===== config.mk =====
export PLATFORM = sky130hd
export DESIGN_NAME = score_ctrl
export DESIGN_NICKNAME = d
export VERILOG_FILES = /design/src/rtl/score_ctrl.sv
export SDC_FILE = /design/constraint.sdc
export NUM_CORES = 1
export LEC_CHECK = 0
export BUFFER_PORTS_ARGS = -buffer_cell sky130_fd_sc_hd__buf_2
export CAP_MARGIN = 15
export CORE_MARGIN = 2
export CORE_UTILIZATION = 45
export DETAILED_ROUTE_END_ITERATION = 10
export GPL_TIMING_DRIVEN = 0
export MAX_ROUTING_LAYER = met4
export PLACE_DENSITY = 0.77
export SYNTH_ARGS = -nofsm -noshare
export SYNTH_HDL_FRONTEND = slang
export SYNTH_SLANG_ARGS = --single-unit

===== constraint.sdc =====
create_clock -name clk -period 3.15 [get_ports clk]
set_input_delay 0.4725 -clock clk [delete_from_list [all_inputs] [get_ports clk]]
set_output_delay 0.4725 -clock clk [all_outputs]
set_load 0.05 [all_outputs]

===== src/rtl/score_ctrl.sv =====
// Game score sequencer: BCD scoring for two players, IDLE/PLAY/WIN flow,
// winner latch and ASCII fields for the score text ROM.
module score_ctrl #(
  parameter int WIN_SCORE   = 10,
  parameter int HOLD_CYCLES = 65_000_000
) (
  input  logic        clk,
  input  logic        rst_n,
  input  logic        start,
  input  logic        point_my,
  input  logic        point_op,
  output logic [13:0] my_score_ASCII_1,
  output logic [13:0] my_score_ASCII_0,
  output logic [13:0] op_score_ASCII_1,
  output logic [13:0] op_score_ASCII_0,
  output logic [6:0]  number_of_player,
  output logic [1:0]  game_state,
  output logic        win_pulse
);

  // state  | meaning
  // IDLE   | waiting for start; last scores stay displayed
  // PLAY   | goals counted; start restarts the match
  // WIN    | scores frozen, winner shown until start or hold timeout

  localparam int HW = $clog2(HOLD_CYCLES + 1);
  localparam logic [7:0] WIN_BCD = {4'(WIN_SCORE / 10), 4'(WIN_SCORE % 10)};
  localparam logic [HW-1:0] HOLD_LAST = HW'(HOLD_CYCLES - 1);

  typedef enum logic [1:0] {
    S_IDLE = 2'b00,
    S_PLAY = 2'b01,
    S_WIN  = 2'b10
  } state_t;

  state_t state, state_nx;
  logic [7:0] my_bcd, my_bcd_nx, op_bcd, op_bcd_nx;
  logic [7:0] my_new, op_new;
  logic start_q, my_q, op_q;
  logic start_ev, my_ev, op_ev;
  logic winner, winner_nx;
  logic win_pulse_nx;
  logic [HW-1:0] hold_cnt, hold_nx;

  function automatic logic [7:0] bcd_inc(input logic [7:0] v);
    if (v == 8'h99)
      return v;
    else if (v[3:0] == 4'd9)
      return {v[7:4] + 4'd1, 4'd0};
    else
      return {v[7:4], v[3:0] + 4'd1};
  endfunction

  assign start_ev = start & ~start_q;
  assign my_ev    = point_my & ~my_q;
  assign op_ev    = point_op & ~op_q;

  assign my_new = my_ev ? bcd_inc(my_bcd) : my_bcd;
  assign op_new = op_ev ? bcd_inc(op_bcd) : op_bcd;

  always_ff @(posedge clk or negedge rst_n) begin
    if (!rst_n) begin
      state     <= S_IDLE;
      my_bcd    <= 8'h00;
      op_bcd    <= 8'h00;
      start_q   <= 1'b0;
      my_q      <= 1'b0;
      op_q      <= 1'b0;
      winner    <= 1'b0;
      win_pulse <= 1'b0;
      hold_cnt  <= '0;
    end else begin
      state     <= state_nx;
      my_bcd    <= my_bcd_nx;
      op_bcd    <= op_bcd_nx;
      start_q   <= start;
      my_q      <= point_my;
      op_q      <= point_op;
      winner    <= winner_nx;
      win_pulse <= win_pulse_nx;
      hold_cnt  <= hold_nx;
    end
  end

  always_comb begin
    state_nx     = state;
    my_bcd_nx    = my_bcd;
    op_bcd_nx    = op_bcd;
    winner_nx    = winner;
    win_pulse_nx = 1'b0;
    hold_nx      = hold_cnt;
    case (state)
      S_IDLE: begin
        if (start_ev) begin
          state_nx  = S_PLAY;
          my_bcd_nx = 8'h00;
          op_bcd_nx = 8'h00;
        end
      end
      S_PLAY: begin
        // A restart discards any goal arriving on the same edge.
        if (start_ev) begin
          my_bcd_nx = 8'h00;
          op_bcd_nx = 8'h00;
        end else begin
          my_bcd_nx = my_new;
          op_bcd_nx = op_new;
          if (my_new == WIN_BCD || op_new == WIN_BCD) begin
            state_nx     = S_WIN;
            winner_nx    = (my_new != WIN_BCD);
            win_pulse_nx = 1'b1;
            hold_nx      = '0;
          end
        end
      end
      S_WIN: begin
        if (start_ev) begin
          state_nx  = S_PLAY;
          my_bcd_nx = 8'h00;
          op_bcd_nx = 8'h00;
        end else if (hold_cnt == HOLD_LAST) begin
          state_nx = S_IDLE;
        end else begin
          hold_nx = hold_cnt + 1'b1;
        end
      end
      default: state_nx = S_IDLE;
    endcase
  end

  // Digits never exceed 9, so ASCII is just the digit under the 0x3 nibble.
  assign my_score_ASCII_1 = {7'h00, 3'b011, my_bcd[7:4]};
  assign my_score_ASCII_0 = {7'h00, 3'b011, my_bcd[3:0]};
  assign op_score_ASCII_1 = {7'h00, 3'b011, op_bcd[7:4]};
  assign op_score_ASCII_0 = {7'h00, 3'b011, op_bcd[3:0]};

  assign number_of_player = (state == S_WIN) ? (winner ? 7'h32 : 7'h31) : 7'h20;
  assign game_state       = state;

endmodule


Yosys cells after proc, flatten, opt, wreduce, memory -nomap -nowiden --
Index checks and enable logic that the tools add are counted.
Cells by class: reduce and logical (&&, ||, !) cells 9, multiplexer cells 27, add/sub/neg operators 5, bitwise logic cells 7, eq/ne operators 17
Operator list (count):
- two-way mux 26 bit | 4
- two-way mux 8 bit | 9
- one-hot mux 26 bit (2 select lines) | 1
- one-hot mux 8 bit (2 select lines) | 2
- adder 26 x 1 -> 26 bit, second input constant | 1
- equality test 26 bit, second input constant | 1
- adder 4 x 1 -> 4 bit, second input constant | 4
- equality test 8 x 5 -> 1 bit, second input constant | 2
- equality test 8 bit, second input constant | 2
- two-way mux 2 bit | 6
- inequality test 2 bit, second input constant | 5
- equality test 4 bit, second input constant | 2
- inequality test 8 x 5 -> 1 bit, second input constant | 1
- one-hot mux 2 bit (3 select lines) | 1
- two-way mux 5 bit | 1
- AND reduction 5 bit | 1
- inverter 1 bit | 4
- AND reduction 4 bit | 1
- nonzero test 2 bit | 2
- bitwise AND 1 bit | 3
- two-way mux 1 bit | 3
- inequality test 3 bit, second input constant | 1
- AND reduction 3 bit | 1
- equality test 2 x 1 -> 1 bit, second input constant | 1
- other kinds (6) | 6
Storage, ports and cells: bits in registers 49, output and inout port bits 66, input bits 5, word-level logic and storage cells 74

Logic depth before layout (Yosys ltp) --
Gate-level depths: netlist of the first run.
depth in word-level cells 9, mapped depth 10, depth with buffers taken out 8

Worst setup path after synthesis of the first run --
OpenSTA, ideal clock, no wires.
path type register to register, from reg state[1], in the netlist game_state[1], to reg hold_cnt[21], slack 0.216 ns, period minus slack after synthesis 2.934 ns, buffers on the path 0, cell stages (with the launch flop) 7, library setup time 0.077 ns, required time 3.073 ns, data arrival time 2.856 ns, path through dfrtp_1 nor2b_1 nand4_1 nor3_2 nand2_1 or3_1 a21oi_1
On the way: longest elaborated chain between the ends 3, elaborated cells on any way between the ends 9, classes of those cells eq/ne (6); mux (1); reduce/logical (2)
RTL lines:
- start, declared | line 36 | state_t state, state_nx;
- start signal, assigned | line 73 | state <= state_nx;
- equality test 2 bit or equality test 2 x 1 -> 1 bit (tied branches) | line 92 | case (state)
- inequality test 2 bit (no source line) or nonzero test 2 bit (tied branches)
- AND reduction 5 bit (no source line)
- end signal, assigned | line 81 | hold_cnt <= hold_nx;
- end, declared | line 43 | logic [HW-1:0] hold_cnt, hold_nx;
Parallel ways exist; a longest one is shown, timed or not. A chain may end at the register's enable or synchronous reset.

Worst setup path after layout of the first run --
from reg my_bcd[0], to reg hold_cnt[6]
On the way: longest elaborated chain between the ends 8, elaborated cells on any way between the ends 10, classes of those cells add/sub (1); eq/ne (4); mux (3); reduce/logical (2)
RTL lines:
- start, declared | line 37 | logic [7:0] my_bcd, my_bcd_nx, op_bcd, op_bcd_nx;
- start signal, assigned | line 74 | my_bcd <= my_bcd_nx;
- adder 4 x 1 -> 4 bit or equality test 4 bit (tied branches) | line 51, 48
- two-way mux 8 bit | line 48 | else if (v[3:0] == 4'd9)
- two-way mux 8 bit | line 46 | if (v == 8'h99)
- two-way mux 8 bit (*) | line 58 | assign my_new = my_ev ? bcd_inc(my_bcd) : my_bcd;
- equality test 8 x 5 -> 1 bit (*) | line 108 | if (my_new == WIN_BCD || op_new == WIN_BCD) begin
- logical OR 1 bit (*) | line 108
- inequality test 2 bit (no source line) (*)
- AND reduction 5 bit (no source line) (*)
Every way passes the cells marked *; elsewhere a longest branch is shown, timed or not.

==> flow_metrics.py, run 1 <==
metrics = {
    "clock_tree": {
        "clock_sinks": 49,
        "clk_latency_ps": 310,
        "cts_tree": "done",
        "cts_resized": 0,
        "cts-buffers-inserted": 5,
        "cts_setup_buffers": 0,
        "cts_hold_buffers": 0,
        "clk_pin_slew_ps": 90,
        "cts-root-buf": "clkbuf_8",
        "htreeDepth": 2,
        "cts.path.max_buffers": 2,
    },
    "global_route": {
        "grt_usage": 0.177,
        "grt_pass1_vias": 2410,
        "grt_pass1_wl_um": 10900,
        "grt-ovfl-total": 0,
        "grt_max_degree": 50,
        "antenna_found_initial": 0,
    },
    "final_layout": {
        "final_core_util": 0.536,
        "fin_area_um2": 3850,
        "drive_above_1_share": 0.272,
        "nets": 450,
        "area_growth_syn_to_layout_pct": 16.6,
        "layout.cells.most_common": "dfrtp_1",
        "fill_cells": 678,
        "num_antenna_cells": 0,
        "layout_common_cells": "dfrtp_1, buf_4, conb_1, buf_2, nand3_1",
    },
    "synth": {
        "yosys_warnings": 0,
        "synth-async-reset-ratio": 1.00,
        "synthCells": 360,
        "syn_area_um2": 3300,
        "syn_avg_cell_area_um2": 9.16,
        "ys_seq_area_frac": 0.372,
        "synth_flop_cell": "dfrtp_1",
        "synth_edf_count": 0,
        "synth_seq_cells": 49,
        "synth.distinct_cells": 66,
    },
    "floorplanning": {
        "rows": 31,
        "core_um2": 7180,
        "die-area_um2": 8030,
        "die_h_um": 89.6,
        "initial_core_util": 0.460,
        "ios": 71,
        "fp.dieW_um": 89.6,
    },
    "route": {
        "antenna_left": 0,
        "met3_length_um": 301,
        "met2_length_um": 3260,
        "postRouteWirelength_um": 6620,
        "avgViaCountPerCell": 5.04,
        "highest-signal-layer": "met4",
        "route.detailed.wl_per_inst_um": 12.3,
        "vias": 2699,
        "drtPass1Iterations": 4,
        "met1_length_um": 3010,
        "drt_iter0_drc": 75,
        "drc_errors": 0,
    },
    "power_and_ir_drop": {
        "p_sw_uw": 748,
        "sequentialPowerShare": 0.396,
        "powerDensity_nw_per_um2": 486,
        "power_uw": 1870,
        "irDropWorstVdd_uv": 355,
        "leakagePower_uw": 0.00183,
        "pwr-share-comb": 0.355,
        "clkPwrFrac": 0.248,
        "internal_power_uw": 1120,
        "p_sw_frac": 0.400,
    },
    "setup_path": {
        "worstPathRequired_ps": 3340,
        "start_kind": "register",
        "arrival_ps": 2800,
        "critical_path.max_fanout": 10,
        "cp-end-kind": "register",
        "worst-setup-path-type": "reg2reg",
    },
    "sta": {
        "fin_crit_sh": 0.828,
        "rsz0062_at_grt": "false",
        "layout_setup_ws_ps": 543,
        "fin_skew_ps": 13.1,
        "setup_violations": 0,
        "final-hold-violation-count": 0,
        "period_minus_slack_ps": 2610,
        "maxSlewHeadroom": 0.516,
        "tns_ps": 0,
        "fmax_mhz": 384,
        "max_slew.worst_pin.slew_ps": 719,
        "maxSlewViolCount": 0,
    },
    "run": {
        "max_cap_viol_count": 0,
    },
    "placed_design": {
        "place.detailed.hpwl_um": 4930,
        "placed_area_um2": 3710,
        "io_buffers": 26,
        "pre_cts_slack_ps": 559,
        "gp_congestion": 0.896,
    },
    "worst_hold_path": {
        "min_path_type": "in2async",
    },
    "outcome": {
        "run_status": "finished, final reports clean",
    },
}
## sequential cells by signal, indices dropped and copies added (netlist names)
| register | flops |
|---|---|
| game_state | 2 |
| winner | 1 |
| hold_cnt | 26 |
| my_q | 1 |
| op_bcd | 8 |
| win_pulse | 1 |
| start_q | 1 |
| my_bcd | 8 |
| op_q | 1 |
## critical path: stages (launching register included)
cell and delay [ps]:
dfrtp_1 500, ha_1 330, nand3b_4 160, or4_4 500, a211oi_2 220, nand4_2 230, o21ai_4 300, buf_6 210
nor2_2 50
## through the flow
step	instances	hold slack, ps
floorplan	402	177
global placement	527	489
detailed placement	527	499
CTS	535	280
global route	536	2.42
finish	536	8.61
## cells in the mapped netlist, types with 2 or more instances
cell type / instances / area [um2]
nand2b_1: 6 / 37.5
nand3_1: 24 / 120
conb_1: 2 / 7.51
nand4_1: 5 / 31.3
nor2b_1: 6 / 37.5
o31ai_1: 4 / 30.0
buf_4: 45 / 338
and3_1: 5 / 31.3
mux2i_1: 2 / 20.0
a22oi_1: 2 / 15.0
nor2_1: 22 / 82.6
o22ai_1: 2 / 12.5
o21ai_0: 23 / 115
clkbuf_1: 4 / 15.0
dfrtp_1: 49 / 1230
a21oi_1: 11 / 55.1
nor2_2: 19 / 119
xnor2_1: 10 / 87.6
o211ai_1: 2 / 15.0
nor4_1: 5 / 31.3
and2_1: 2 / 12.5
and3b_1: 3 / 26.3
a21o_1: 2 / 15.0
buf_2: 2 / 10.0
ha_1: 9 / 113
xor2_1: 14 / 123
nor3_1: 5 / 25.0
inv_1: 8 / 30.0
nand4_2: 2 / 25.0
buf_6: 2 / 22.5
nand2_1: 22 / 82.6
nand3b_1: 6 / 45.0
nand4b_1: 2 / 17.5
## kinds of logic (layout without fill, tap and decap cells)
group / after synthesis / count (layout) / synth area share
flops: 49 / 49 / 0.372
mux: 3 / 3 / 0.00948
simple gates: 149 / 149 / 0.265
buf+inv: 61 / 96 / 0.126
compound gates: 63 / 63 / 0.127
fa+ha+maj: 9 / 9 / 0.0341
xor+xnor: 24 / 24 / 0.0637
other cells: 2 / 44 / 0.00228
## cell type report
type	instances	area, um2	share of cell area
clock inverters	1	30.0	0.00781
plain buffers	53	385	0.100
inverters	8	30.0	0.00781
multi-input cells	292	1810	0.472
well taps	99	124	0.0322
flip-flops and latches	49	1230	0.319
clock buffers	7	86.3	0.0224
repair buffers	27	150	0.0390
## power groups by stage
stage	Combinational [uW]	Clock, uW	Sequential (uW)
2_1_floorplan	408	0	868
3_3_place_gp	649	0	750
3_5_place_dp	661	0	750
4_1_cts	661	480	739
5_1_grt	718	513	753
6_report	664	464	741
## final timing paths
kind / cells past startpoint / endpoint / slack, ps / from
setup / recovery: 8 / hold_cnt[6] / 540 / my_bcd[0]
max in group asynchronous: 2 / hold_cnt[0] / 2650 / rst_n
hold / removal: 1 / hold_cnt[16] / 9 / rst_n
setup reg to reg: 8 / hold_cnt[6] / 540 / my_bcd[0]
min in group clk: 1 / start_q / 290 / start
hold reg to reg: 1 / hold_cnt[0] / 500 / hold_cnt[0]
## metal layers
layer  vias up  track usage
met3         6       0.0329
met4         0       0.0488
li1       1332            -
met1      1295        0.226
met2        66        0.289
met5         -            -
Note: power is estimated with default switching activity, not from simulation.
==> run 2: changes to the inputs <==
- PLACE_DENSITY: 0.77 -> 0.8
- clock period: 3.15 -> 2.35 ns (I/O delays scaled with it)
==> run 2 against run 1 <==
The flow now finishes with violations (setup timing); worst hold slack better by 170 ps; global-route usage increased by 1.3 points; non-clock buffer count up 26; setup slack worse by 620 ps; largest power group is now combinational logic.
==> flow_metrics.py, run 2 (synthesis results as in run 1) <==
metrics = {
    "setup_path": {
        "slowest_delay_ps": 430,
        "crit_family": "simple AND/OR/NAND/NOR gates",
        "worst-setup-path-type": "reg2reg",
        "start_kind": "register",
        "crit_start": "op_bcd[5]",
        "crit_buf_inv": 3,
        "critical_path.max_fanout": 5,
        "critPathSlowestCell": "or4_4",
        "arrival_ps": 2610,
        "crit_chain": "inv_1, ha_2, and3b_1, or4_4, a311oi_4, nand4_4, o21ai_4, buf_6, buf_12, nor2_4",
        "r2r_start": "op_bcd[5]",
        "worstPathRequired_ps": 2540,
        "cp-end-kind": "register",
    },
    "sta": {
        "period_minus_slack_ps": 2420,
        "fin_crit_sh": 1.03,
        "maxSlewHeadroom": 0.431,
        "max_slew.worst_pin.slew_ps": 845,
        "layout_setup_ws_ps": -73.0,
        "setup_violations": 26,
        "final-hold-violation-count": 0,
        "fin_skew_ps": 10.1,
        "rsz0062_at_grt": "true",
        "fmax_mhz": 413,
        "maxSlewViolCount": 0,
    },
    "route": {
        "postRouteWirelength_um": 7890,
        "drtPass1Iterations": 5,
        "antenna_left": 0,
        "drc_errors": 0,
        "drt_iter0_drc": 311,
        "vias": 2967,
        "route.detailed.wl_per_inst_um": 14.0,
        "avgViaCountPerCell": 5.28,
    },
    "power_and_ir_drop": {
        "leakagePower_uw": 0.00194,
        "irDropWorstVdd_uv": 367,
        "powerDensity_nw_per_um2": 625,
    },
    "final_layout": {
        "largest_reg_flops": 26,
        "fill_cells": 574,
        "regMostFlops": "hold_cnt",
        "fin_area_um2": 4270,
        "nets": 476,
        "reg_top3": "hold_cnt (26), my_bcd (8), op_bcd (8)",
        "drive_above_1_share": 0.361,
        "num_antenna_cells": 0,
        "fin_cells": 562,
        "area_growth_syn_to_layout_pct": 29.5,
        "layout.cells.most_common": "buf_4",
        "layout_common_cells": "buf_4, conb_1, dfrtp_1, buf_2, nand3_1",
    },
    "floorplanning": {
        "die_h_um": 89.6,
        "die-area_um2": 8030,
        "rows": 31,
        "core_um2": 7180,
        "fp.dieW_um": 89.6,
        "initial_core_util": 0.460,
        "ios": 71,
    },
    "global_route": {
        "grt_usage": 0.190,
        "grt.met2_usage": 0.322,
        "grt_pass1_vias": 2628,
        "antenna_found_initial": 0,
        "grt_pass1_wl_um": 11800,
        "grt_use_met1": 0.239,
        "grt_max_degree": 50,
        "grt-ovfl-total": 0,
        "top_usage_layer": "met2",
        "grt_use_met3": 0.0192,
    },
    "clock_tree": {
        "clock_sinks": 49,
        "cts-buffers-inserted": 5,
        "clk_pin_slew_ps": 100,
        "cts_tree": "done",
        "htreeDepth": 2,
        "clk_latency_ps": 310,
        "cts.path.max_buffers": 2,
        "cts-root-buf": "clkbuf_8",
    },
    "worst_hold_path": {
        "min_path_type": "in2reg",
        "holdCritStartpoint": "point_my",
    },
    "placed_design": {
        "place.detailed.hpwl_um": 4900,
        "gp_congestion": 0.873,
        "io_buffers": 26,
        "placed_area_um2": 3730,
        "post-place-cells": 527,
    },
    "outcome": {
        "run_status": "finished with violations",
        "violations": "setup timing",
    },
    "run": {
        "max_cap_viol_count": 0,
    },
}
## run 2: cell count changes in the layout (fill, tap and decap cells not counted), sizes merged
cell and delta:
clkinv +1, buf +24, dlygate4sd3 +1
## run 2: path summary, 6_finish.rpt
kind	cells after the start	end	slack, ps
min reg2reg	1	hold_cnt[0]	520
max	10	hold_cnt[24]	-70
min	1	my_q	180
max reg2reg	10	hold_cnt[24]	-70
max in group asynchronous	3	my_bcd[1]	1310
min in group asynchronous	2	hold_cnt[22]	500
## run 2: cell type report
| class | count | area [um2] | share of cell area |
|---|---|---|---|
| inverter | 8 | 30.0 | 0.00703 |
| clock buffer | 6 | 72.6 | 0.0170 |
| buffer | 53 | 398 | 0.0932 |
| sequential | 49 | 1240 | 0.289 |
| timing repair buffer | 53 | 408 | 0.0955 |
| tap | 99 | 124 | 0.0290 |
| clock inverter | 2 | 35.0 | 0.00820 |
| multi-input combinational | 292 | 1970 | 0.461 |
## run 2: worst register-to-register path: stages, from the launching register on
cell	delay (ps)
dfrtp_2	420
inv_1	80
ha_2	200
and3b_1	210
or4_4	430
a311oi_4	320
nand4_4	190
o21ai_4	140
buf_6	160
buf_12	140
nor2_4	30
## run 2: what timing repair did
action	in CTS	in global routing
cloned	1	1
hold buffers	0	1
setup buffers	15	8
gates resized for setup	12	26
endpoints found under the setup margin	27	29
hold endpoints to repair	0	15
pin swaps	9	14
## run 2: power breakdown
part | internal (uW) | leakage, uW | switching [uW]
Combinational | 364 | 0.00123 | 735
Sequential | 905 | 0.000647 | 60.7
Clock | 316 | 0.0000552 | 290
Total | 1590 | 0.00194 | 1090
## run 2: per-layer routing
metal | up-vias | wire, um
li1 | 1389 | -
met1 | 1440 | 3240
met2 | 118 | 4000
met3 | 20 | 454
met4 | 0 | 197
met5 | - | 0
## run 2: through the flow
stage / setup TNS, ps / hold slack, ps / utilization / total power [uW] / setup WS (ps)
after floorplan: -1970 / 56.9 / - / 1720 / -104
after global placement: -3070 / 476 / 0.519 / 1880 / -159
after detailed placement: -4410 / 476 / 0.519 / 1910 / -214
after CTS: -535 / 159 / 0.563 / 2590 / -57.6
after global routing: -2160 / 169 / 0.595 / 2800 / -106
final: -1120 / 178 / 0.595 / 2670 / -73.0
